## src/rtl/datapath_control_sequencer_pkg.sv

```systemverilog
// Shared definitions for the datapath control sequencer: opcodes, FSM states,
// instruction field positions and FLAGS bit indices.
package datapath_pkg;

    localparam logic [2:0] OP_MOV = 3'b000;
    localparam logic [2:0] OP_ADD = 3'b001;
    localparam logic [2:0] OP_SUB = 3'b010;
    localparam logic [2:0] OP_AND = 3'b011;
    localparam logic [2:0] OP_OR  = 3'b100;
    localparam logic [2:0] OP_XOR = 3'b101;
    localparam logic [2:0] OP_NOT = 3'b110;
    localparam logic [2:0] OP_LDI = 3'b111;

    typedef enum logic [1:0] {
        ST_IDLE  = 2'd0,
        ST_READ  = 2'd1,
        ST_EXEC  = 2'd2,
        ST_WRITE = 2'd3
    } state_t;

    localparam int OP_MSB  = 15;
    localparam int OP_LSB  = 13;
    localparam int DA_MSB  = 12;
    localparam int DA_LSB  = 10;
    localparam int AA_MSB  = 9;
    localparam int AA_LSB  = 7;
    localparam int BA_MSB  = 6;
    localparam int BA_LSB  = 4;
    localparam int IMM_MSB = 6;
    localparam int IMM_LSB = 0;

    localparam int FLAG_Z = 0;
    localparam int FLAG_N = 1;
    localparam int FLAG_C = 2;
    localparam int FLAG_V = 3;

endpackage

```

## src/rtl/datapath_control_sequencer_if.sv

```systemverilog
// Instruction handshake plus register file port bundle between the sequencer
// (master) and its instruction source / register file (slave).
interface datapath_control_sequencer_if #(
    parameter int WORD_WIDTH = 16
);
    logic [15:0]           INSTR;
    logic                  INSTR_VALID;
    logic                  INSTR_READY;
    logic [2:0]            AA;
    logic [2:0]            BA;
    logic [WORD_WIDTH-1:0] A_Data;
    logic [WORD_WIDTH-1:0] B_Data;
    logic [2:0]            DA;
    logic [WORD_WIDTH-1:0] D_Data;
    logic                  RW;
    logic [3:0]            FLAGS;
    logic                  BUSY;

    modport master (
        input  INSTR, INSTR_VALID, A_Data, B_Data,
        output INSTR_READY, AA, BA, DA, D_Data, RW, FLAGS, BUSY
    );

    modport slave (
        output INSTR, INSTR_VALID, A_Data, B_Data,
        input  INSTR_READY, AA, BA, DA, D_Data, RW, FLAGS, BUSY
    );
endinterface

```

## src/rtl/datapath_control_sequencer_function_unit.sv

```systemverilog
// Combinational function unit: evaluates one opcode on the captured operands
// and derives {V, C, N, Z} from the truncated result.
module datapath_function_unit
    import datapath_pkg::*;
#(
    parameter int WORD_WIDTH = 16
) (
    input  logic [2:0]            opcode,
    input  logic [WORD_WIDTH-1:0] opa,
    input  logic [WORD_WIDTH-1:0] opb,
    input  logic [6:0]            imm,
    output logic [WORD_WIDTH-1:0] result,
    output logic [3:0]            flags
);
    localparam int MSB = WORD_WIDTH - 1;

    logic [WORD_WIDTH:0]   sum;
    logic [WORD_WIDTH-1:0] diff;
    logic                  carry;
    logic                  ovf;

    assign sum  = {1'b0, opa} + {1'b0, opb};
    assign diff = opa - opb;

    // For SUB, C means "no borrow", i.e. opa >= opb unsigned.
    always_comb begin
        result = '0;
        carry  = 1'b0;
        ovf    = 1'b0;
        case (opcode)
            OP_MOV: result = opa;
            OP_ADD: begin
                result = sum[MSB:0];
                carry  = sum[WORD_WIDTH];
                ovf    = (opa[MSB] == opb[MSB]) && (sum[MSB] != opa[MSB]);
            end
            OP_SUB: begin
                result = diff;
                carry  = (opa >= opb);
                ovf    = (opa[MSB] != opb[MSB]) && (diff[MSB] != opa[MSB]);
            end
            OP_AND: result = opa & opb;
            OP_OR:  result = opa | opb;
            OP_XOR: result = opa ^ opb;
            OP_NOT: result = ~opa;
            OP_LDI: result = {{(WORD_WIDTH-7){1'b0}}, imm};
            default: result = '0;
        endcase
    end

    always_comb begin
        flags         = '0;
        flags[FLAG_Z] = (result == '0);
        flags[FLAG_N] = result[MSB];
        flags[FLAG_C] = carry;
        flags[FLAG_V] = ovf;
    end
endmodule

```

## src/rtl/datapath_control_sequencer.sv

```systemverilog
// Four-state sequencer (IDLE/READ/EXEC/WRITE) that issues one register file
// read, one function evaluation and one write-back per accepted instruction.
module datapath_control_sequencer
    import datapath_pkg::*;
#(
    parameter int WORD_WIDTH = 16
) (
    input logic                         CLK,
    input logic                         RST,
    datapath_control_sequencer_if.master bus
);
    state_t                state;
    logic [15:0]           ir;
    logic [WORD_WIDTH-1:0] opa;
    logic [WORD_WIDTH-1:0] opb;
    logic [WORD_WIDTH-1:0] d_data;
    logic [3:0]            flags;
    logic [WORD_WIDTH-1:0] fu_result;
    logic [3:0]            fu_flags;

    datapath_function_unit #(
        .WORD_WIDTH(WORD_WIDTH)
    ) u_fu (
        .opcode (ir[OP_MSB:OP_LSB]),
        .opa    (opa),
        .opb    (opb),
        .imm    (ir[IMM_MSB:IMM_LSB]),
        .result (fu_result),
        .flags  (fu_flags)
    );

    always_ff @(posedge CLK) begin
        if (RST) begin
            state  <= ST_IDLE;
            ir     <= '0;
            opa    <= '0;
            opb    <= '0;
            d_data <= '0;
            flags  <= '0;
        end else begin
            case (state)
                ST_IDLE: begin
                    if (bus.INSTR_VALID) begin
                        ir    <= bus.INSTR;
                        state <= ST_READ;
                    end
                end
                ST_READ: begin
                    opa   <= bus.A_Data;
                    opb   <= bus.B_Data;
                    state <= ST_EXEC;
                end
                ST_EXEC: begin
                    d_data <= fu_result;
                    flags  <= fu_flags;
                    state  <= ST_WRITE;
                end
                ST_WRITE: state <= ST_IDLE;
                default:  state <= ST_IDLE;
            endcase
        end
    end

    // Addresses come straight from IR so they hold steady for the whole instruction.
    assign bus.AA          = ir[AA_MSB:AA_LSB];
    assign bus.BA          = ir[BA_MSB:BA_LSB];
    assign bus.DA          = ir[DA_MSB:DA_LSB];
    assign bus.D_Data      = d_data;
    assign bus.FLAGS       = flags;
    assign bus.RW          = (state == ST_WRITE);
    assign bus.BUSY        = (state != ST_IDLE);
    assign bus.INSTR_READY = (state == ST_IDLE) && !RST;
endmodule

```

## src/flat_wrapper.sv

```systemverilog
// flat-port wrapper written by rule: the top's interface ports become plain ports
module datapath_control_sequencer_flat import datapath_pkg::*;
#(
    parameter int WORD_WIDTH = 16
)
  (CLK, RST, bus_INSTR, bus_INSTR_VALID, bus_A_Data, bus_B_Data, bus_INSTR_READY, bus_AA, bus_BA, bus_DA, bus_D_Data, bus_RW, bus_FLAGS, bus_BUSY);
  datapath_control_sequencer_if #(.WORD_WIDTH(WORD_WIDTH)) bus_i ();
  input logic CLK;
  input logic RST;
  input wire logic [$bits(bus_i.INSTR)-1:0] bus_INSTR;
  input wire logic [$bits(bus_i.INSTR_VALID)-1:0] bus_INSTR_VALID;
  input wire logic [$bits(bus_i.A_Data)-1:0] bus_A_Data;
  input wire logic [$bits(bus_i.B_Data)-1:0] bus_B_Data;
  output wire logic [$bits(bus_i.INSTR_READY)-1:0] bus_INSTR_READY;
  output wire logic [$bits(bus_i.AA)-1:0] bus_AA;
  output wire logic [$bits(bus_i.BA)-1:0] bus_BA;
  output wire logic [$bits(bus_i.DA)-1:0] bus_DA;
  output wire logic [$bits(bus_i.D_Data)-1:0] bus_D_Data;
  output wire logic [$bits(bus_i.RW)-1:0] bus_RW;
  output wire logic [$bits(bus_i.FLAGS)-1:0] bus_FLAGS;
  output wire logic [$bits(bus_i.BUSY)-1:0] bus_BUSY;
  assign bus_i.INSTR = bus_INSTR;
  assign bus_i.INSTR_VALID = bus_INSTR_VALID;
  assign bus_i.A_Data = bus_A_Data;
  assign bus_i.B_Data = bus_B_Data;
  assign bus_INSTR_READY = bus_i.INSTR_READY;
  assign bus_AA = bus_i.AA;
  assign bus_BA = bus_i.BA;
  assign bus_DA = bus_i.DA;
  assign bus_D_Data = bus_i.D_Data;
  assign bus_RW = bus_i.RW;
  assign bus_FLAGS = bus_i.FLAGS;
  assign bus_BUSY = bus_i.BUSY;
  datapath_control_sequencer #(.WORD_WIDTH(WORD_WIDTH)) u_core (.CLK(CLK), .RST(RST), .bus(bus_i));
endmodule
```

## config.mk

```make
export PLATFORM = sky130hd
export DESIGN_NAME = datapath_control_sequencer_flat
export DESIGN_NICKNAME = d
export VERILOG_FILES = /design/src/rtl/datapath_control_sequencer_pkg.sv /design/src/rtl/datapath_control_sequencer_if.sv /design/src/rtl/datapath_control_sequencer_function_unit.sv /design/src/rtl/datapath_control_sequencer.sv /design/src/flat_wrapper.sv
export SDC_FILE = /design/constraint.sdc
export NUM_CORES = 1
export LEC_CHECK = 0
export ABC_AREA = 1
export CORE_ASPECT_RATIO = 1.75
export CORE_MARGIN = 4
export CORE_UTILIZATION = 50
export DETAILED_ROUTE_END_ITERATION = 12
export PLACE_DENSITY = 0.77
export SETUP_SLACK_MARGIN = 0.4
export SLEW_MARGIN = 15
export SYNTH_ARGS = -nofsm -noshare
export SYNTH_HDL_FRONTEND = slang
export SYNTH_SLANG_ARGS = --single-unit
```

## constraint.sdc

```tcl
create_clock -name CLK -period 2.07 [get_ports CLK]
set_input_delay 0.414 -clock CLK [delete_from_list [all_inputs] [get_ports CLK]]
set_output_delay 0.414 -clock CLK [all_outputs]
set_load 0.05 [all_outputs]
```

==> Yosys cells after proc, flatten, opt, wreduce, memory -nomap -nowiden <==
Index checks and enable logic that the tools add are counted.
{ "word_totals": {"reg_bits": 70, "input_bits": 51, "output_inout_bits": 32, "word_cells": 42} }
{ "op_classes": {"add_sub_neg": 2, "n_lt_le_gt_ge": 1, "n_eq_ne": 15, "mux": 5, "bitwise": 4, "n_reduce_logical": 9} }
{ "op_table": {"columns": ["operator", "count"], "rows": [
  ["case mux 16 bit (8 select lines)", 1],
  ["adder 16 x 16 -> 17 bit", 1],
  ["AND 16 bit", 1],
  ["greater-or-equal comparator 16 bit", 1],
  ["zero test 16 bit", 1],
  ["NOT 16 bit", 1],
  ["OR 16 bit", 1],
  ["subtractor 16 bit", 1],
  ["bitwise XOR 16 bit", 1],
  ["== test 3 bit, second input constant", 4],
  ["case mux 2 bit (4 select lines)", 1],
  ["== test 3 x 2 -> 1 bit, second input constant", 2],
  ["== test 2 bit, second input constant", 2],
  ["case mux 1 bit (2 select lines)", 2],
  ["== test 3 x 1 -> 1 bit, second input constant", 1],
  ["logical AND 1 bit", 3],
  ["zero test 3 bit", 1],
  ["!= test 1 bit", 3],
  ["== test 2 x 1 -> 1 bit, second input constant", 1],
  ["zero test 2 bit", 1],
  ["2-to-1 mux 2 bit", 1],
  ["!= test 2 bit, second input constant", 1],
  ["AND reduction 2 bit", 1],
  ["nonzero test 2 bit", 1],
  ["other kinds (2)", 2]
]} }

==> Longest topological paths before layout <==
Gate-level depths: netlist (run 1).
{ "logic_depth": {"word_depth": 4, "ltp_mapped": 20, "mapped_depth_nobuf": 20} }

==> By module <==
From an unflattened synthesis (run 1), not the netlist that was laid out.
{ "unflattened": {"cells_unflattened": 966, "hier_area_um2": 5845.6} }
{ "modules_own_cells": {"columns": ["module", "instances", "cells_per_inst", "area_each_um2", "seq_area_each_um2"], "rows": [
  ["datapath_function_unit", 1, 641, 3279.4, 0.0],
  ["datapath_control_sequencer", 1, 325, 2566.2, 1401.3]
]} }

==> Worst setup path after synthesis (run 1) <==
Ideal clock, no wire load.
{ "synth_path": {"path_type": "register -> register", "start": "register u_core.opb[0]", "end": "register u_core.flags[0] (netlist: u_core.bus.FLAGS[0])", "setup_time_ps": 64, "arrival_time_ps": 2023, "required_ps": 2006, "setup_slack_ps": -17, "path_stages_with_launch": 19, "n_path_buf": 0, "synth_period_minus_slack_ps": 2087, "path_cell_list": "dfxtp_1 ha_1 inv_1 fa_1 inv_1 nand3_1 nand2_1 nand2_1 nand2_1 nand2_1 nand3_1 nand3_1 nor2_2 nand2_1 nor2_1 nand4_1 nor2_1 nor2_1 nor2_1"} }
{ "synth_between": {"elab_chain_len": 3, "elab_cells_between_ends": 7, "cone_classes": "2 x add/sub; 1 x mux; 3 x bitwise; 1 x reduce/logical"} }
{ "synth_lines": {"columns": ["element", "line_no", "rtl"], "rows": [
  ["from (decl)", "datapath_control_sequencer.sv:15", "logic [WORD_WIDTH-1:0] opb;"],
  ["from (signal assigned)", "datapath_control_sequencer.sv:50", "opb <= bus.B_Data;"],
  ["subtractor 16 bit (tied with other cells)", "datapath_control_sequencer_function_unit.sv:23", "assign diff = opa - opb;"],
  ["case mux 16 bit (8 select lines) (*)", "datapath_control_sequencer_function_unit.sv:30", "case (opcode)"],
  ["zero test 16 bit (*)", "datapath_control_sequencer_function_unit.sv:53", "flags[FLAG_Z] = (result == '0);"],
  ["to (signal assigned)", "datapath_control_sequencer.sv:55", "flags <= fu_flags;"],
  ["to (decl)", "datapath_control_sequencer.sv:17", "logic [3:0] flags;"]
]} }
Every way passes the cells marked *; elsewhere a longest branch is shown, timed or not.
A chain may end at the register's enable or synchronous reset.

==> Worst setup path in the final report (run 1) <==
{ "layout_path": {"start": "register u_core.opa[0]", "end": "register u_core.flags[0] (netlist: u_core.bus.FLAGS[0])"} }
{ "layout_between": {"elab_chain_len": 3, "elab_cells_between_ends": 8, "cone_classes": "2 x add/sub; 1 x mux; 4 x bitwise; 1 x reduce/logical"} }
{ "layout_lines": {"columns": ["element", "line_no", "rtl"], "rows": [
  ["from (decl)", "datapath_control_sequencer.sv:14", "logic [WORD_WIDTH-1:0] opa;"],
  ["from (signal assigned)", "datapath_control_sequencer.sv:49", "opa <= bus.A_Data;"],
  ["subtractor 16 bit (tied with other cells)", "datapath_control_sequencer_function_unit.sv:23", null],
  ["case mux 16 bit (8 select lines) (*)", "datapath_control_sequencer_function_unit.sv:30", null],
  ["zero test 16 bit (*)", "datapath_control_sequencer_function_unit.sv:53", null]
]} }
Marks and branches as above.

==> results of run 1 <==
-- power by group through the flow --
stage / Sequential (mW) / Clock, mW / Combinational, mW
global placement: 2.12 / 0 / 10.8
detailed placement: 2.14 / 0 / 10.8
CTS: 2.14 / 1.52 / 12.1
floorplan: 2.58 / 0 / 5.78
finish: 2.18 / 1.50 / 13.6
global route: 2.23 / 1.56 / 14.5
-- worst max-delay path by stage --
stage	end	slack, ns	cells after the start
after CTS	u_core.bus.FLAGS[0]	-0.15	18
after floorplan	u_core.bus.FLAGS[0]	0.11	17
after detailed placement	u_core.bus.FLAGS[0]	-0.25	16
after global placement	u_core.bus.FLAGS[0]	-0.21	18
final	u_core.bus.FLAGS[0]	-0.26	17
after global routing	u_core.bus.FLAGS[0]	-0.44	17
-- synth_stat cells, drive strengths merged --
cell	number
o2bb2ai	1
o221ai	2
fa	2
nand3b	3
nand3	86
nor3	9
buf	27
clkinv	2
nor2	112
o21ai	86
clkbuf	19
o21bai	1
a21oi	69
and2	3
xor2	1
nand2	216
o211ai	3
dfxtp	69
ha	57
nor4	1
o22ai	7
a211oi	5
or2	1
inv	141
nand4	17
xnor2	1
-- state kept, by name, summed over array words and instances, names as in the netlist --
register           flops
u_core.bus.D_Data     15
u_core.ir             16
u_core.state           2
u_core.bus.FLAGS       4
u_core.opb            16
u_core.opa            16
-- per-layer routing --
| layer | global-route usage, % | share of wire, % |
|---|---|---|
| met5 | 0 | 0 |
| met2 | 64.5 | 52 |
| met3 | 5.42 | 5.2 |
| met1 | 32.2 | 33 |
| met4 | 34.9 | 10 |
-- per-stage QoR --
step / setup slack (ns) / hold slack (ns) / utilization [%] / area (µm²) / TNS (ns)
final: -0.260 / 0.477 / 82.2 / 9470 / -0.575
after global placement: -0.209 / 0.464 / 70.7 / 8150 / -0.937
after global routing: -0.442 / 0.505 / 82.2 / 9470 / -1.47
after CTS: -0.152 / 0.482 / 77.7 / 8940 / -0.241
after detailed placement: -0.254 / 0.472 / 70.7 / 8150 / -1.17
after floorplan: 0.114 / 0.444 / - / 6060 / 0
-- tightest hold or removal path, stage by stage, from the launching register on --
cell and delay [ns]:
dfxtp_1 0.32, nor2_1 0.04, nor2_1 0.08
-- cells by family after synthesis --
kind of cell             after synthesis  synth area share, %
AO/OA/AOI/OAI                        174                 15.6
XOR/XNOR                               2                0.299
adder cells (fa/ha/maj)               59                 12.9
buffers and inverters                189                 13.9
flip-flops                            69                 23.6
AND/OR/NAND/NOR                      448                 33.7
-- what timing repair did --
item | CTS | global route
pin swaps | 37 | 48
gates resized for setup | 178 | 122
endpoints found under the setup margin | 49 | 23
gates cloned | 0 | 0
buffers inserted | 12 | 13
-- cell type report --
| type | count | share of cell area, % |
|---|---|---|
| sequential | 69 | 15.0 |
| antenna | 1 | 0.0264 |
| clock buffer | 9 | 2.38 |
| inverter | 143 | 5.97 |
| timing repair buffer | 288 | 26.0 |
| clock inverter | 7 | 0.502 |
| tap | 135 | 1.78 |
| multi-input combinational | 683 | 48.3 |
==> impl_metrics.yaml, run 1 <==
run_status:
  status: "finished, violations left"
  violations: "setup timing"
critical_path:
  worstReg2RegEnd: "u_core.bus.FLAGS[0]"
  critPathKind: "flop to flop"
  crit_required_ns: 2.36
  critical_path.n_buffers_inverters: 3
  cp_slowest_cell: "dfxtp_4"
  worst-endpoint-arrival_ns: 2.62
  critical_path.most_common_cell: "nor2_1"
  end_kind: "flop"
  ff2ff_setup_slack_ns: -0.26
  startpoint: "u_core.opa[0]"
  ff2ff_path_depth: 17
  path_max_fanout: 2
  critPathTopFamily: "simple AND/OR/NAND/NOR gates"
  cp-start-kind: "flop"
  critical_path.max_stage_delay_ns: 0.36
  worstReg2RegStart: "u_core.opa[0]"
  cp_cell_sequence: "inv_4, ha_4, inv_4, fa_2, buf_4, xnor2_1, nand2_1, o21ai_1, nor2_1, nand3_1, nor2_1, nand3_1, nor2_1, nand4_1, nor2_1, nor2_1, nor2_1"
hold_path:
  min_path_type: "flop to flop"
  min_to: "u_core.ir[12]"
  hold_depth: 2
  hp-start: "u_core.ir[12]"
sta:
  max_freq_ghz: 0.429
  min_period_ns: 2.33
  finalCritPeriodShare_pct: 113
  rsz0062_at_grt: "true"
  final_max_slew_viol_count: 0
  setup_viol: 5
  worst_pin_slew_ns: 0.513
  finClkSkew_ns: 0.00776
  fin_ws_ns: -0.260
  hold_viol: 0
  slew_headroom_pct: 65.9
clock_network:
  clk_latency_ns: 0.35
  clk_path_buf_depth: 2
  cts_buffers: 9
  cts_tree: "built"
  clockRootBuffer: "clkbuf_16"
  ctsHoldBuffers: 0
  clk_pin_slew_ns: 0.06
  cts_num_sinks: 69
  htree_levels: 3
floorplan:
  die-area_um2: 13600
  num_rows: 52
  core_area_um2: 11500
  ios: 83
  die_x_um: 89.8
  die_h_um: 151
  floorplan.initialDensity_pct: 50.8
logic_synthesis:
  ys_ff_latch: 69
  synth_nets: 1051
  synth_cell_types: 37
  yosysSeqAreaShare_pct: 23.6
  synthCells: 941
  synthTopCellsByArea: "dfxtp_1, nand2_1, ha_1"
  synth_area_per_cell_um2: 6.22
  yosysWarnings: 0
  synth_top_cell_area_share_pct: 23.6
  synth_area_um2: 5850
  synth_top_area_cell: "dfxtp_1"
final_layout:
  final_cell_mix: "buf_4, nand2_1, inv_1"
  register_area_um2: 1420
  fillCellCount: 812
  final_common_cell: "buf_4"
  final_cells: 1335
  finalNetCount: 1304
  drive_above_1_share_pct: 42.0
  area_delta_synth_final_pct: 61.8
  multi_input_area_um2: 4580
placement:
  place_hpwl_um: 18400
  place_inst: 1293
  io_buffers: 82
  globalplace.congestion: 0.997
flow_run:
  maxCapViolCount: 0
power_and_ir_drop:
  power.leakage_nw: 4.60
  p_clk_share_pct: 8.7
  power_mw: 17.3
  intPower_mw: 8.41
  power.density_nw_per_um2: 1830
  p_switching_mw: 8.91
  irDropWorstVdd_v: 0.00102
  sequentialPowerShare_pct: 12.6
  p_comb_share_pct: 78.8
  p_sw_share_pct: 51.4
grt:
  grt.total_usage_pct: 35.0
  grt-ovfl-total: 0
  grt_pass1_wl_um: 36700
  grt_pass1_vias: 7437
  grt_max_degree: 38
  antenna_found_initial: 1
detailed_routing:
  drt_iter0_markers: 521
  wire_per_inst_um: 18.4
  via_per_inst: 5.61
  vias: 7493
  drc: 0
  routed_wl_um: 24600
  ant_nets: 0
  drt-pass1-iter-count: 5
No activity file was read; power rests on OpenSTA's default activity.
==> run 2, diff against run 1 <==
- CORE_UTILIZATION: 50 -> 30
- PLACE_DENSITY: 0.77 -> unset
- RECOVER_POWER: unset -> 100
==> run 2 against run 1 <==
  * The run still ends with setup timing left
  * Register-to-register slack is essentially flat
  * Die area grew 61%
  * Cell count is 8.4% higher
  * Critical path depth unchanged
  * Sequential power is essentially flat
  * Wire length decreased by 3.7%
  * Via count is 5.3% lower
  * Clock skew is 0.00093 ns higher
  * Largest cell class unchanged
  * Largest power group unchanged
==> impl_metrics.yaml, run 2 (synthesis gave the netlist of run 1 again) <==
power_and_ir_drop:
  irDropWorstVdd_v: 0.000689
  p_sw_share_pct: 49.9
  p_clk_share_pct: 9.6
  p_switching_mw: 9.02
  intPower_mw: 9.05
  power.leakage_nw: 4.66
  p_comb_share_pct: 78.4
  power.density_nw_per_um2: 1840
  sequentialPowerShare_pct: 12.0
grt:
  antenna_found_initial: 0
  grt_pass1_wl_um: 36100
  grt_pass1_vias: 6920
  grt-ovfl-total: 0
  grt.total_usage_pct: 21.4
  grt_max_degree: 68
floorplan:
  die-area_um2: 21900
  floorplan.initialDensity_pct: 30.5
  die_h_um: 193
  core_area_um2: 19200
  num_rows: 67
  die_x_um: 114
  ios: 83
final_layout:
  final_common_cell: "buf_4"
  final_cells: 1447
  drive_above_1_share_pct: 42.5
  fillCellCount: 1898
  largestRegisters: "u_core.ir (16), u_core.opa (16), u_core.opb (16)"
  diodes: 0
  final_cell_mix: "buf_4, nand2_1, inv_1"
  area_delta_synth_final_pct: 67.5
  register_area_um2: 1420
  multi_input_area_um2: 4640
  finalNetCount: 1311
hold_path:
  min_path_type: "flop to flop"
  hold_depth: 2
  hp-start: "u_core.ir[10]"
  min_to: "u_core.ir[10]"
sta:
  finalCritPeriodShare_pct: 113
  worst_pin_slew_ns: 0.668
  slew_headroom_pct: 55.5
  whs_ns: 0.475
  max_freq_ghz: 0.429
  min_period_ns: 2.33
  setup_viol: 7
  final_max_slew_viol_count: 0
  rsz0062_at_grt: "true"
  hold_viol: 0
  finClkSkew_ns: 0.00869
  fin_ws_ns: -0.259
run_status:
  violations: "setup timing"
  status: "finished, violations left"
critical_path:
  cp-start-kind: "flop"
  critPathTopFamily: "simple AND/OR/NAND/NOR gates"
  end_kind: "flop"
  ff2ff_setup_slack_ns: -0.26
  cp_slowest_cell: "fa_2"
  startpoint: "u_core.opa[0]"
  ff2ff_path_depth: 17
  worstReg2RegStart: "u_core.opa[0]"
  cp_cell_sequence: "inv_2, ha_4, inv_4, fa_2, nand2_2, nand2_4, nand3_2, nand3_1, nand3_1, nand3_2, nor2_4, nand2_1, nor2_1, nand4_1, nor2_1, nor2_1, nor2_1"
  critical_path.most_common_cell: "nor2_1"
  crit_required_ns: 2.36
  path_max_fanout: 3
  worstReg2RegEnd: "u_core.bus.FLAGS[0]"
  critical_path.n_buffers_inverters: 2
  critical_path.max_stage_delay_ns: 0.36
  critPathKind: "flop to flop"
  worst-endpoint-arrival_ns: 2.62
clock_network:
  clk_latency_ns: 0.35
  clk_pin_slew_ns: 0.07
  htree_levels: 3
  clk_path_buf_depth: 2
  clockRootBuffer: "clkbuf_16"
  cts_buffers: 9
  cts_num_sinks: 69
  cts_tree: "built"
placement:
  io_buffers: 82
  globalplace.congestion: 0.928
  place_hpwl_um: 18100
  place_inst: 1407
detailed_routing:
  vias: 7098
  ant_nets: 0
  wire_per_inst_um: 16.4
  drt-pass1-iter-count: 5
  drc: 0
  via_per_inst: 4.91
  routed_wl_um: 23700
  drt_iter0_markers: 412
flow_run:
  maxCapViolCount: 0
## run 2: changes by cell type in the layout (fill, tap and decap cells not counted), moves of 4 or more
| cell | previous run | this run |
|---|---|---|
| nand3_2 | 30 | 26 |
| buf_6 | 13 | 22 |
| ha_2 | 9 | 2 |
| dlygate4sd2_1 | 27 | 21 |
| buf_4 | 189 | 185 |
| ha_1 | 31 | 36 |
| inv_1 | 84 | 88 |
| nand3_1 | 48 | 52 |
| inv_2 | 46 | 40 |
| clkinv_2 | 4 | 0 |
| nand2_1 | 155 | 146 |
| nand2_2 | 47 | 52 |
## run 2: power by group through the flow
stage	Clock (mW)	Combinational (mW)	Sequential [mW]
2_1_floorplan	0	5.78	2.58
3_3_place_gp	0	11.2	2.13
3_5_place_dp	0	11.3	2.14
4_1_cts	1.77	12.9	2.15
5_1_grt	1.82	15.3	2.23
6_report	1.73	14.2	2.17
## run 2: cell type report
type,instances,share of cell area (%)
Sequential cell,69,14.5
Clock buffer,11,2.69
Tap cell,241,3.08
Inverter,143,5.86
Multi-Input combinational cell,683,47.3
Timing Repair Buffer,295,25.9
Clock inverter,5,0.651
## run 2: how the worst max path moves through the flow
stage / end / cells past startpoint
6_report: u_core.bus.FLAGS[0] / 17
5_1_grt: u_core.bus.FLAGS[0] / 18
4_1_cts: u_core.bus.FLAGS[0] / 19
3_5_place_dp: u_core.bus.FLAGS[0] / 17
3_3_place_gp: u_core.bus.FLAGS[0] / 18
2_1_floorplan: u_core.bus.FLAGS[0] / 17
## run 2: repair_timing
item	CTS	global route
endpoints found under the setup margin	49	28
buffers inserted	16	8
pin swaps	45	69
hold buffers	0	0
gates resized for setup	201	132
## run 2: worst reg2reg max path, cell delays in order, from the launching register on
cell,delay [ns]
dfxtp_2,0.34
inv_2,0.07
ha_4,0.14
inv_4,0.03
fa_2,0.36
nand2_2,0.10
nand2_4,0.07
nand3_2,0.11
nand3_1,0.08
nand3_1,0.12
nand3_2,0.11
nor2_4,0.18
nand2_1,0.09
nor2_1,0.12
nand4_1,0.10
nor2_1,0.11
nor2_1,0.05
nor2_1,0.08
## run 2: routing by layer
metal | routed length [µm] | global-route usage [%] | vias to the layer above
met2 | 13000 | 41.5 | 209
li1 | - | - | 3533
met3 | 801 | 2.07 | 91
met1 | 8140 | 20.6 | 3265
met4 | 1740 | 14.8 | 0
met5 | 0 | 0 | -
## run 2: per-stage QoR
stage               power (mW)  setup slack (ns)  util (%)  TNS, ns  area (µm²)
floorplan                 8.36             0.114         -        0        6060
global placement          13.3            -0.282      43.6    -1.64        8380
detailed placement        13.4            -0.296      43.6    -2.03        8380
CTS                       16.8            -0.213      48.8   -0.761        9360
global route              19.3            -0.378      51.0    -2.20        9800
finish                    18.1            -0.259      51.0   -0.771        9800
